## config.mk

```make
export PLATFORM = sky130hd
export DESIGN_NAME = seg7_scan_driver_flat
export DESIGN_NICKNAME = d
export VERILOG_FILES = /design/src/rtl/seg7_scan_if.sv /design/src/rtl/seg7_scan_driver.sv /design/src/flat_wrapper.sv
export SDC_FILE = /design/constraint.sdc
export NUM_CORES = 1
export LEC_CHECK = 0
export CORE_MARGIN = 5
export CORE_UTILIZATION = 40
export DETAILED_ROUTE_END_ITERATION = 16
export PLACE_DENSITY = 0.57
export REMOVE_ABC_BUFFERS = 1
export SLEW_MARGIN = 20
export SYNTH_ARGS = -nofsm -noshare
export SYNTH_HDL_FRONTEND = slang
export SYNTH_SLANG_ARGS = --single-unit
```

## constraint.sdc

```tcl
create_clock -name clk -period 6.65 [get_ports clk]
set_input_delay 1.33 -clock clk [delete_from_list [all_inputs] [get_ports clk]]
set_output_delay 1.33 -clock clk [all_outputs]
set_load 0.01 [all_outputs]
```

## src/rtl/seg7_scan_if.sv

```systemverilog
// Bus between the datapath and the 4-digit seven-segment scan driver.
interface seg7_scan_if;
    logic [15:0] test_value;
    logic        hold;
    logic        blank_lz;
    logic [6:0]  seg;
    logic [3:0]  an;
    logic        dp;
    logic        upd_pulse;

    modport master (
        output test_value, hold, blank_lz,
        input  seg, an, dp, upd_pulse
    );

    modport slave (
        input  test_value, hold, blank_lz,
        output seg, an, dp, upd_pulse
    );
endinterface

```

## src/rtl/seg7_scan_driver.sv

```systemverilog
// Time-multiplexed 4-digit hex display driver with a blank guard before every digit
// and a shadow register that reloads only at the end of a full scan.
module seg7_scan_driver #(
    parameter int unsigned REFRESH_DIV  = 50000,
    parameter int unsigned BLANK_CYCLES = 500
) (
    input  logic        clk,
    input  logic        rst,
    seg7_scan_if.slave  bus
);
    localparam int unsigned CNT_W   = 20;
    localparam int unsigned DIG_W   = 2;
    localparam int unsigned VAL_W   = 16;
    localparam logic [0:0]  S_BLANK = 1'b0;
    localparam logic [0:0]  S_DRIVE = 1'b1;

    logic [0:0]       state_q, state_d;
    logic [CNT_W-1:0] cnt_q,   cnt_d;
    logic [DIG_W-1:0] dig_q,   dig_d;
    logic [VAL_W-1:0] shadow_q, shadow_d;
    logic             upd_q,   upd_d;

    logic [VAL_W-1:0] upper_c;
    logic             lz_off_c;
    logic [6:0]       seg_c;
    logic [3:0]       an_c;
    logic             dp_c;

    function automatic logic [6:0] hex_decode(input logic [3:0] nib);
        logic [6:0] s;
        case (nib)
            4'h0: s = 7'b1000000;
            4'h1: s = 7'b1111001;
            4'h2: s = 7'b0100100;
            4'h3: s = 7'b0110000;
            4'h4: s = 7'b0011001;
            4'h5: s = 7'b0010010;
            4'h6: s = 7'b0000010;
            4'h7: s = 7'b1111000;
            4'h8: s = 7'b0000000;
            4'h9: s = 7'b0010000;
            4'hA: s = 7'b0001000;
            4'hB: s = 7'b0000011;
            4'hC: s = 7'b1000110;
            4'hD: s = 7'b0100001;
            4'hE: s = 7'b0000110;
            default: s = 7'b0001110;
        endcase
        return s;
    endfunction

    always_ff @(posedge clk or negedge rst) begin
        if (!rst) begin
            state_q  <= S_BLANK;
            cnt_q    <= '0;
            dig_q    <= '0;
            shadow_q <= '0;
            upd_q    <= 1'b0;
        end else begin
            state_q  <= state_d;
            cnt_q    <= cnt_d;
            dig_q    <= dig_d;
            shadow_q <= shadow_d;
            upd_q    <= upd_d;
        end
    end

    // Slot sequencing; the shadow reloads only when digit 3 finishes driving.
    always_comb begin
        state_d  = state_q;
        cnt_d    = cnt_q + CNT_W'(1);
        dig_d    = dig_q;
        shadow_d = shadow_q;
        upd_d    = 1'b0;
        case (state_q)
            S_BLANK: begin
                if (cnt_q == CNT_W'(BLANK_CYCLES - 1)) begin
                    state_d = S_DRIVE;
                    cnt_d   = '0;
                end
            end
            S_DRIVE: begin
                if (cnt_q == CNT_W'(REFRESH_DIV - 1)) begin
                    state_d = S_BLANK;
                    cnt_d   = '0;
                    dig_d   = dig_q + DIG_W'(1);
                    if (dig_q == DIG_W'(3) && !bus.hold) begin
                        shadow_d = bus.test_value;
                        upd_d    = (bus.test_value != shadow_q);
                    end
                end
            end
            default: begin
                state_d = S_BLANK;
                cnt_d   = '0;
            end
        endcase
    end

    // Display decode: only registered state plus the live hold/blank_lz levels.
    always_comb begin
        seg_c    = 7'b1111111;
        an_c     = 4'b1111;
        dp_c     = 1'b1;
        upper_c  = shadow_q >> {dig_q, 2'b00};
        lz_off_c = bus.blank_lz && (dig_q != DIG_W'(0)) && (upper_c == '0);
        if (state_q == S_DRIVE) begin
            if (!lz_off_c) begin
                an_c  = ~(4'b0001 << dig_q);
                seg_c = hex_decode(upper_c[3:0]);
            end
            if (dig_q == DIG_W'(0) && bus.hold) begin
                dp_c = 1'b0;
            end
        end
    end

    assign bus.seg       = seg_c;
    assign bus.an        = an_c;
    assign bus.dp        = dp_c;
    assign bus.upd_pulse = upd_q;

endmodule

```

## src/flat_wrapper.sv

```systemverilog
// flat-port wrapper written by rule: the top's interface ports become plain ports
module seg7_scan_driver_flat 
#(
    parameter int unsigned REFRESH_DIV  = 50000,
    parameter int unsigned BLANK_CYCLES = 500
)
  (clk, rst, bus_test_value, bus_hold, bus_blank_lz, bus_seg, bus_an, bus_dp, bus_upd_pulse);
  seg7_scan_if bus_i ();
  input  logic clk;
  input  logic rst;
  input wire logic [$bits(bus_i.test_value)-1:0] bus_test_value;
  input wire logic [$bits(bus_i.hold)-1:0] bus_hold;
  input wire logic [$bits(bus_i.blank_lz)-1:0] bus_blank_lz;
  output wire logic [$bits(bus_i.seg)-1:0] bus_seg;
  output wire logic [$bits(bus_i.an)-1:0] bus_an;
  output wire logic [$bits(bus_i.dp)-1:0] bus_dp;
  output wire logic [$bits(bus_i.upd_pulse)-1:0] bus_upd_pulse;
  assign bus_i.test_value = bus_test_value;
  assign bus_i.hold = bus_hold;
  assign bus_i.blank_lz = bus_blank_lz;
  assign bus_seg = bus_i.seg;
  assign bus_an = bus_i.an;
  assign bus_dp = bus_i.dp;
  assign bus_upd_pulse = bus_i.upd_pulse;
  seg7_scan_driver #(.REFRESH_DIV(REFRESH_DIV), .BLANK_CYCLES(BLANK_CYCLES)) u_core (.clk(clk), .rst(rst), .bus(bus_i));
endmodule
```

### Word level (Yosys, flattened, before mapping)

Memory sizes are Yosys's and may differ from the RTL's.
Cells that the tools add are included.

* bits in read-only memories: 112
* output and inout bits: 13
* bits in registers: 40
* bits of input ports: 20
* logic and storage cells: 41
* memories kept: 1

* shift operators: 2
* bitwise gates (word level): 2
* $add $sub $neg: 2
* multiplexer cells: 15
* reduce and logical (&&, ||, !) cells: 10
* eq/ne operators: 4

Memory list
* (name not given): words 16, width 7, read ports 1, clocked after memory_dff 0, wr ports 0, line seg7_scan_driver.sv:31 `case (nib)`

Operators by type and width (number)
* $mux W20: 2
* $pmux W20 S2: 1
* $add A20 B1 Y20 const B: 1
* $eq A20 B16 Y1 const B: 1
* $eq A20 B9 Y1 const B: 1
* $logic_not A16 Y1: 1
* $ne A16 B16 Y1: 1
* $shr A16 B4 Y16: 1
* $mux W7: 2
* $mux W4: 2
* $mux W1: 7
* $logic_and A1 B1 Y1: 4
* $not A4 Y4: 1
* $shl A1 B2 Y4 const A: 1
* $reduce_and A3 Y1: 1
* $add A2 B1 Y2 const B: 1
* $eq A2 B2 Y1 const B: 1
* $logic_not A2 Y1: 1
* $pmux W1 S2: 1
* $reduce_and A2 Y1: 1
* $reduce_bool A2 Y1: 1
* $logic_not A1 Y1: 1
* $not A1 Y1: 1

### Longest topological paths before layout

Gate-level depths: netlist (run 1).

* depth in word-level cells: 5
* depth in mapped cells: 8

### Worst setup path after synthesis (run 1)

No wires, ideal clock.

* path kind: reg-to-output
* from: reg u_core.dig_q[0]
* to: out bus_seg[2]
* slack: 2.963 ns
* data required time: 5.320 ns
* arrival time: 2.357 ns
* cell stages (with the launch flop): 9
* path through: dfrtp_1 clkbuf_1 mux4_2 inv_1 ha_1 o2111ai_1 a22o_1 clkbuf_1 o311ai_0

* word-level cells in the longest chain between the ends: 5
* elaborated cells on any way between the ends: 8
* those cells by class: shift (1); mux (2); reduce/logical (4); memory (1)

Ends and longest elaborated chain
* start: declaration: line seg7_scan_driver.sv:19 `logic [DIG_W-1:0] dig_q, dig_d;`
* start signal: assignment: line seg7_scan_driver.sv:62 `dig_q <= dig_d;`
* parallel branches: the longest is 3 deep, another holds $mem_v2 Z16 W7
* $mux W7 (*): line seg7_scan_driver.sv:108 `if (!lz_off_c) begin`
* $mux W7 (*): line seg7_scan_driver.sv:107 `if (state_q == S_DRIVE) begin`
* end: declaration: line flat_wrapper.sv:14 `output wire logic [$bits(bus_i.seg)-1:0] bus_seg;`

Mark *: on every way between the ends.

### Worst setup path in the final report (run 1)

Ends and elaborated chain as after synthesis.

==> results of run 1 <==
## cell families after synthesis
group                    after synthesis
flip-flops                            40
buffers and inverters                 19
AO/OA/AOI/OAI                         22
AND/OR/NAND/NOR                       78
multiplexers                          22
XOR/XNOR                              34
adder cells (fa/ha/maj)               11
## stage by stage
stage                     total power [W]  utilization, %
after global routing            0.0005357           49.51
after detailed placement        0.0003084           47.57
after global placement          0.0003083           47.57
after floorplan                 0.0002837               -
after CTS                       0.0005210           49.51
final                           0.0005105           49.51
## per-layer routing
metal	share of wire (%)	vias up	wire length (um)
met5	0	-	0
met4	1.1	0	57
li1	-	880	-
met3	4.3	8	214
met1	47	846	2321
met2	48	26	2383
## registers in the layout, indices dropped and copies added (netlist names)
| name | flops |
|---|---|
| u_core.cnt_q | 20 |
| u_core.shadow_q | 16 |
| u_core.dig_q | 2 |
| u_core.state_q | 1 |
| u_core.bus.upd_pulse | 1 |
## cells in the final DEF, fill, tap and decap left out, drive strengths merged, types with 2 or more instances in the layout
| master | count |
|---|---|
| nand3 | 10 |
| nand4 | 11 |
| nor2 | 19 |
| mux4 | 4 |
| buf | 3 |
| xnor2 | 20 |
| o21ai | 2 |
| o211ai | 3 |
| inv | 11 |
| dfrtp | 40 |
| ha | 11 |
| and3 | 3 |
| o32ai | 2 |
| nor3 | 2 |
| clkdlybuf4s50 | 31 |
| a21oi | 5 |
| nand2 | 14 |
| o2111ai | 2 |
| mux2 | 17 |
| xor2 | 14 |
| and4 | 3 |
| nor4 | 10 |
| clkbuf | 5 |
## final timing paths
path	start	endpoint	slack [ps]	depth (start not counted)
setup / recovery	u_core.dig_q[0]	bus_seg[2]	2130	7
hold / removal	u_core.cnt_q[19]	u_core.cnt_q[19]	490	1
setup reg to reg	u_core.cnt_q[4]	u_core.shadow_q[0]	4150	5
hold reg to reg	u_core.cnt_q[19]	u_core.cnt_q[19]	490	1
max in group asynchronous	rst	u_core.cnt_q[15]	4940	1
min in group asynchronous	rst	u_core.shadow_q[6]	1140	1
## layout make-up
cell class,count,share of cell area (%)
repair buffers,34,11.27
multi-input cells,167,46.18
clock inverters,3,1.579
clock buffers,5,2.347
flip-flops and latches,40,34.14
well taps,75,3.201
inverters,10,1.280
## power breakdown
part	switching [W]	internal [W]	total (W)	leakage (nW)
clock	0.0000945	0.000113	0.000208	0.0548
sequential	0.00000676	0.000248	0.000255	0.527
combinational	0.0000215	0.0000267	0.0000482	0.631
==> impl_metrics.tcl, run 1 <==
set metrics [dict create \
    synthesis.area_mm2 0.002446 \
    seqCellArea_mm2 0.001001 \
    layout.nets 289 \
    crit_type "reg -> out" \
    multi_input_area_mm2 0.001354 \
    vias_per_cell 5.269 \
    dr.pass1.iters 4 \
    postSynth.asyncResetShare_pct 100.0 \
    skew_ps 14.41 \
    synth_edf_count 0 \
    drc 0 \
    drtIter0Drc 65 \
    synth_xor_area_share_pct 12.17 \
    cp-end-kind "output pin" \
    yosys.area_share.simple_pct 17.54 \
    synthCells 226 \
    layoutNonFillerInstCount 334 \
    grt_pass1_vias 1764 \
    place_ws_ps 2320 \
    clock_sinks 40 \
    setup_slack_ps 2129 \
    floorplan.die.height_um 88.20 \
    placed_area_mm2 0.002816 \
    cts_root_buffer "clkbuf_8" \
    hold_viol_final 0 \
    grt_pass1_wl_um 8362 \
    place_congestion 0.7700 \
    core_mm2 0.005921 \
    syn_area_per_cell_um2 10.82 \
    min_period_ps 4521 \
    vias 1760 \
    synth_compound_area_share_pct 6.701 \
    cts-resized-gates 0 \
    setup_viol 0 \
    cts_buffers 5 \
    synth_area_leader_cell "dfrtp_1" \
    yosysWarnings 0 \
    cts_max_level 2 \
    cap_violations 0 \
    routed_wl_um 4977 \
    cts_hold_buf 0 \
    grt.busiest_layer "met2" \
    cp_max_fo 11 \
    rsz0062_at_grt "no" \
    max_slew_margin_pct 40.46 \
    grt_overflow 0 \
    worst_pin_slew_ps 893.2 \
    synth_mux_area_share_pct 13.30 \
    diodes 0 \
    final_area_mm2 0.002932 \
    yosys_register_bits 40 \
    drv_slew 0 \
    post_cts_buffers 0 \
    ant_nets 0 \
    die_x_um 88.20 \
    p_leak_nw 1.213 \
    synth_top_area_share_pct 40.92 \
    cpPeakStageDelay_ps 640 \
    cts_max_path_buffers 2 \
    final.setup.tns_ps 0 \
    startpoint_type "flip-flop" \
    wl_per_cell_um 14.90 \
    grtUsageMet3_pct 3.481 \
    crit_path_top_delay_cell "mux4_2" \
    synth.most_common_cell "dfrtp_1" \
    hold_ws_ps 485.5 \
    grt_max_degree 41 \
    timing.final.crit_share_pct 67.98 \
    path_clk_slew_ps 90 \
    synthFlopType "dfrtp_1" \
    post-place-cells 326 \
    gr-usage-met2_pct 23.52 \
    synth_cell_type_count 42 \
    cp_cell_sequence "mux4_2 -> inv_1 -> ha_1 -> o2111ai_1 -> a22o_1 -> o311ai_0 -> clkdlybuf4s50_1" \
    max_freq_mhz 221.2 \
    ys_seq_area_share_pct 40.92 \
    grt.met1_usage_pct 17.26 \
    rows 28 \
    irDropWorstVdd_v 0.0001313 \
    hold_class "reg -> reg" \
    hpwl_um 3625 \
    worstPathRequired_ps 5320 \
    ioPinCount 33 \
    initial_utilization_pct 41.31 \
    grt.total_usage_pct 13.77 \
    ys_top_cells_by_count "40 x dfrtp_1, 20 x xnor2_1, 19 x nor2_1, 14 x nand2_1, 14 x xor2_1" \
    fillers 575 \
    clk_latency_ps 300 \
    antenna_found_initial 0 \
    crit_arrival_ps 3190 \
    port_buffers 32 \
    die_area_mm2 0.007779 \
    yosys.area_share.adder_pct 5.627 \
    status "completed" \
    cts_tree "yes" \
    area.growth.synth_to_final_pct 19.85 \
    critPathTopFamily "buffers and inverters" \
    synth_area_leaders "dfrtp_1 41%, xnor2_1 7.2%, ha_1 5.6%" \
    drive_gt1_share_pct 15.06 \
    p_per_area_mw_per_mm2 174.2 \
    crit_buf_inv 2 \
    synth_top_family_by_area "simple AND/OR/NAND/NOR gates" \
]
(Power assumes the default switching activity.)
==> inputs of run 2 (changes only) <==
==> constraint.sdc (replaced) <==
create_clock -name clk -period 4.3 [get_ports clk]
set_input_delay 0.86 -clock clk [delete_from_list [all_inputs] [get_ports clk]]
set_output_delay 0.86 -clock clk [all_outputs]
set_load 0.01 [all_outputs]
==> impl_metrics.tcl, run 2 (synthesis gave the netlist of run 1 again) <==
set metrics [dict create \
    cp-end-kind "output pin" \
    post-place-cells 326 \
    hold_ws_ps 484.0 \
    holdPathStages 1 \
    crit_type "reg -> out" \
    grt_max_degree 41 \
    post_cts_buffers 0 \
    final_area_mm2 0.002909 \
    skew_ps 5.194 \
    setup_viol 0 \
    largest_register_ffs 20 \
    final_common_cell "dfrtp_1" \
    wl_per_cell_um 15.02 \
    cts_max_path_buffers 2 \
    die_x_um 88.20 \
    grt_overflow 0 \
    cts_hold_buf 0 \
    rows 28 \
    pwr-share-comb_pct 10.2 \
    r2r_slack_ps 1820 \
    floorplan.die.height_um 88.20 \
    worstReg2RegStart "u_core.cnt_q[4]" \
    clkPwrFrac_pct 35.8 \
    startpoint_type "flip-flop" \
    final.setup.tns_ps 0 \
    regMostFlops "u_core.cnt_q" \
    grt_pass1_vias 1775 \
    p_sw_w 0.0001910 \
    drc 0 \
    whs_endpoint "u_core.cnt_q[19]" \
    path_clk_slew_ps 90 \
    fillers 557 \
    drv_slew 0 \
    diodes 0 \
    final_cell_mix "40 x dfrtp_1, 31 x clkdlybuf4s50_1, 20 x xnor2_1, 19 x nor2_1" \
    p_per_area_mw_per_mm2 251.2 \
    seqCellArea_mm2 0.001001 \
    irDropWorstVdd_v 0.0002084 \
    cts-resized-gates 0 \
    rsz0062_at_grt "no" \
    placed_area_mm2 0.002816 \
    multi_input_area_mm2 0.001354 \
    clock_sinks 40 \
    max_freq_mhz 247.6 \
    routed_wl_um 5018 \
    clk_latency_ps 290 \
    cap_violations 0 \
    p_int_w 0.0005398 \
    grt.total_usage_pct 13.71 \
    min_period_ps 4039 \
    worstPathRequired_ps 3440 \
    layout.nets 289 \
    dr.pass1.iters 4 \
    cts_tree "yes" \
    initial_utilization_pct 41.31 \
    grt_pass1_wl_um 8314 \
    port_buffers 32 \
    drtIter0Drc 42 \
    hpwl_um 3732 \
    cts_max_level 2 \
    cts_buffers 5 \
    hold_class "reg -> reg" \
    cts_root_buffer "clkbuf_8" \
    timing.final.crit_share_pct 93.94 \
    vias 1759 \
    antenna_found_initial 0 \
    p_sw_share_pct 26.14 \
    worst_pin_slew_ps 889.0 \
    status "completed" \
    max_slew_margin_pct 40.73 \
    drive_gt1_share_pct 15.06 \
    crit_path_top_delay_cell "dfrtp_1" \
    layoutNonFillerInstCount 334 \
    die_area_mm2 0.007779 \
    reg_top3 "u_core.cnt_q x20, u_core.shadow_q x16, u_core.dig_q x2" \
    power_frac_seq_pct 54.0 \
    cpPeakStageDelay_ps 630 \
    place_congestion 0.7543 \
    crit_arrival_ps 3180 \
    holdCritStartpoint "u_core.cnt_q[19]" \
    reg2reg_depth 5 \
    p_leak_nw 1.198 \
    hold_viol_final 0 \
    ant_nets 0 \
    vias_per_cell 5.266 \
    core_mm2 0.005921 \
    r2r-end "u_core.shadow_q[1]" \
    ioPinCount 33 \
    cp_cell_sequence "mux4_2 -> inv_1 -> ha_1 -> o2111ai_1 -> a22o_1 -> o311ai_0 -> clkdlybuf4s50_1" \
    cp_max_fo 11 \
    area.growth.synth_to_final_pct 18.93 \
]
-- run 2: changes by cell type in the layout (fill, tap and decap cells not counted), sizes merged --
cell and delta:
bufinv -1, clkinv +1, clkinvlp +1, inv -1
-- run 2: area by class of cell --
cell class	count	area share (%)
Inverter	10	1.290
Clock inverter	3	0.8172
Clock buffer	5	2.366
Sequential cell	40	34.41
Timing Repair Buffer	34	11.35
Tap cell	75	3.226
Multi-Input combinational cell	167	46.54
-- run 2: worst max-delay path, delay by kind of cell, from the launching register on --
kind            cells  cell delay, ps
mux                 1             630
buf+inv             2             750
compound gates      3             640
flops               1             630
fa+ha+maj           1             220
-- run 2: through the flow --
step | total power (W) | setup WS (ps) | util, %
4_1_cts | 0.0007415 | 233.9 | 49.13
3_5_place_dp | 0.0004779 | 572.2 | 47.57
2_1_floorplan | 0.0004387 | 1326 | -
5_1_grt | 0.0007670 | 51.03 | 49.13
3_3_place_gp | 0.0004775 | 636.9 | 47.57
6_report | 0.0007308 | 260.6 | 49.13
-- run 2: how the worst max path moves through the flow --
stage                         start          to  slack [ps]  cells past startpoint
global route        u_core.dig_q[0]  bus_seg[2]          50                      7
floorplan           u_core.dig_q[0]  bus_seg[2]        1330                      6
CTS                 u_core.dig_q[0]  bus_seg[2]         230                      7
global placement    u_core.dig_q[0]  bus_seg[2]         640                      7
detailed placement  u_core.dig_q[0]  bus_seg[2]         570                      7
finish              u_core.dig_q[0]  bus_seg[2]         260                      7
-- run 2: power by group through the flow --
stage	Combinational [W]	Clock [W]	Sequential, W
2_1_floorplan	0.0000406	0	0.000398
3_3_place_gp	0.0000755	0	0.000402
3_5_place_dp	0.0000754	0	0.000402
4_1_cts	0.0000761	0.000270	0.000395
5_1_grt	0.0000822	0.000289	0.000396
6_report	0.0000743	0.000262	0.000395
-- run 2: per-layer routing --
| layer | GRT usage (%) | up-vias | share of wire, % |
|---|---|---|---|
| met3 | 2.916 | 5 | 4.5 |
| met5 | 0 | - | 0 |
| met4 | 3.434 | 0 | 0.70 |
| li1 | - | 881 | - |
| met1 | 17.30 | 841 | 46 |
| met2 | 23.86 | 32 | 49 |
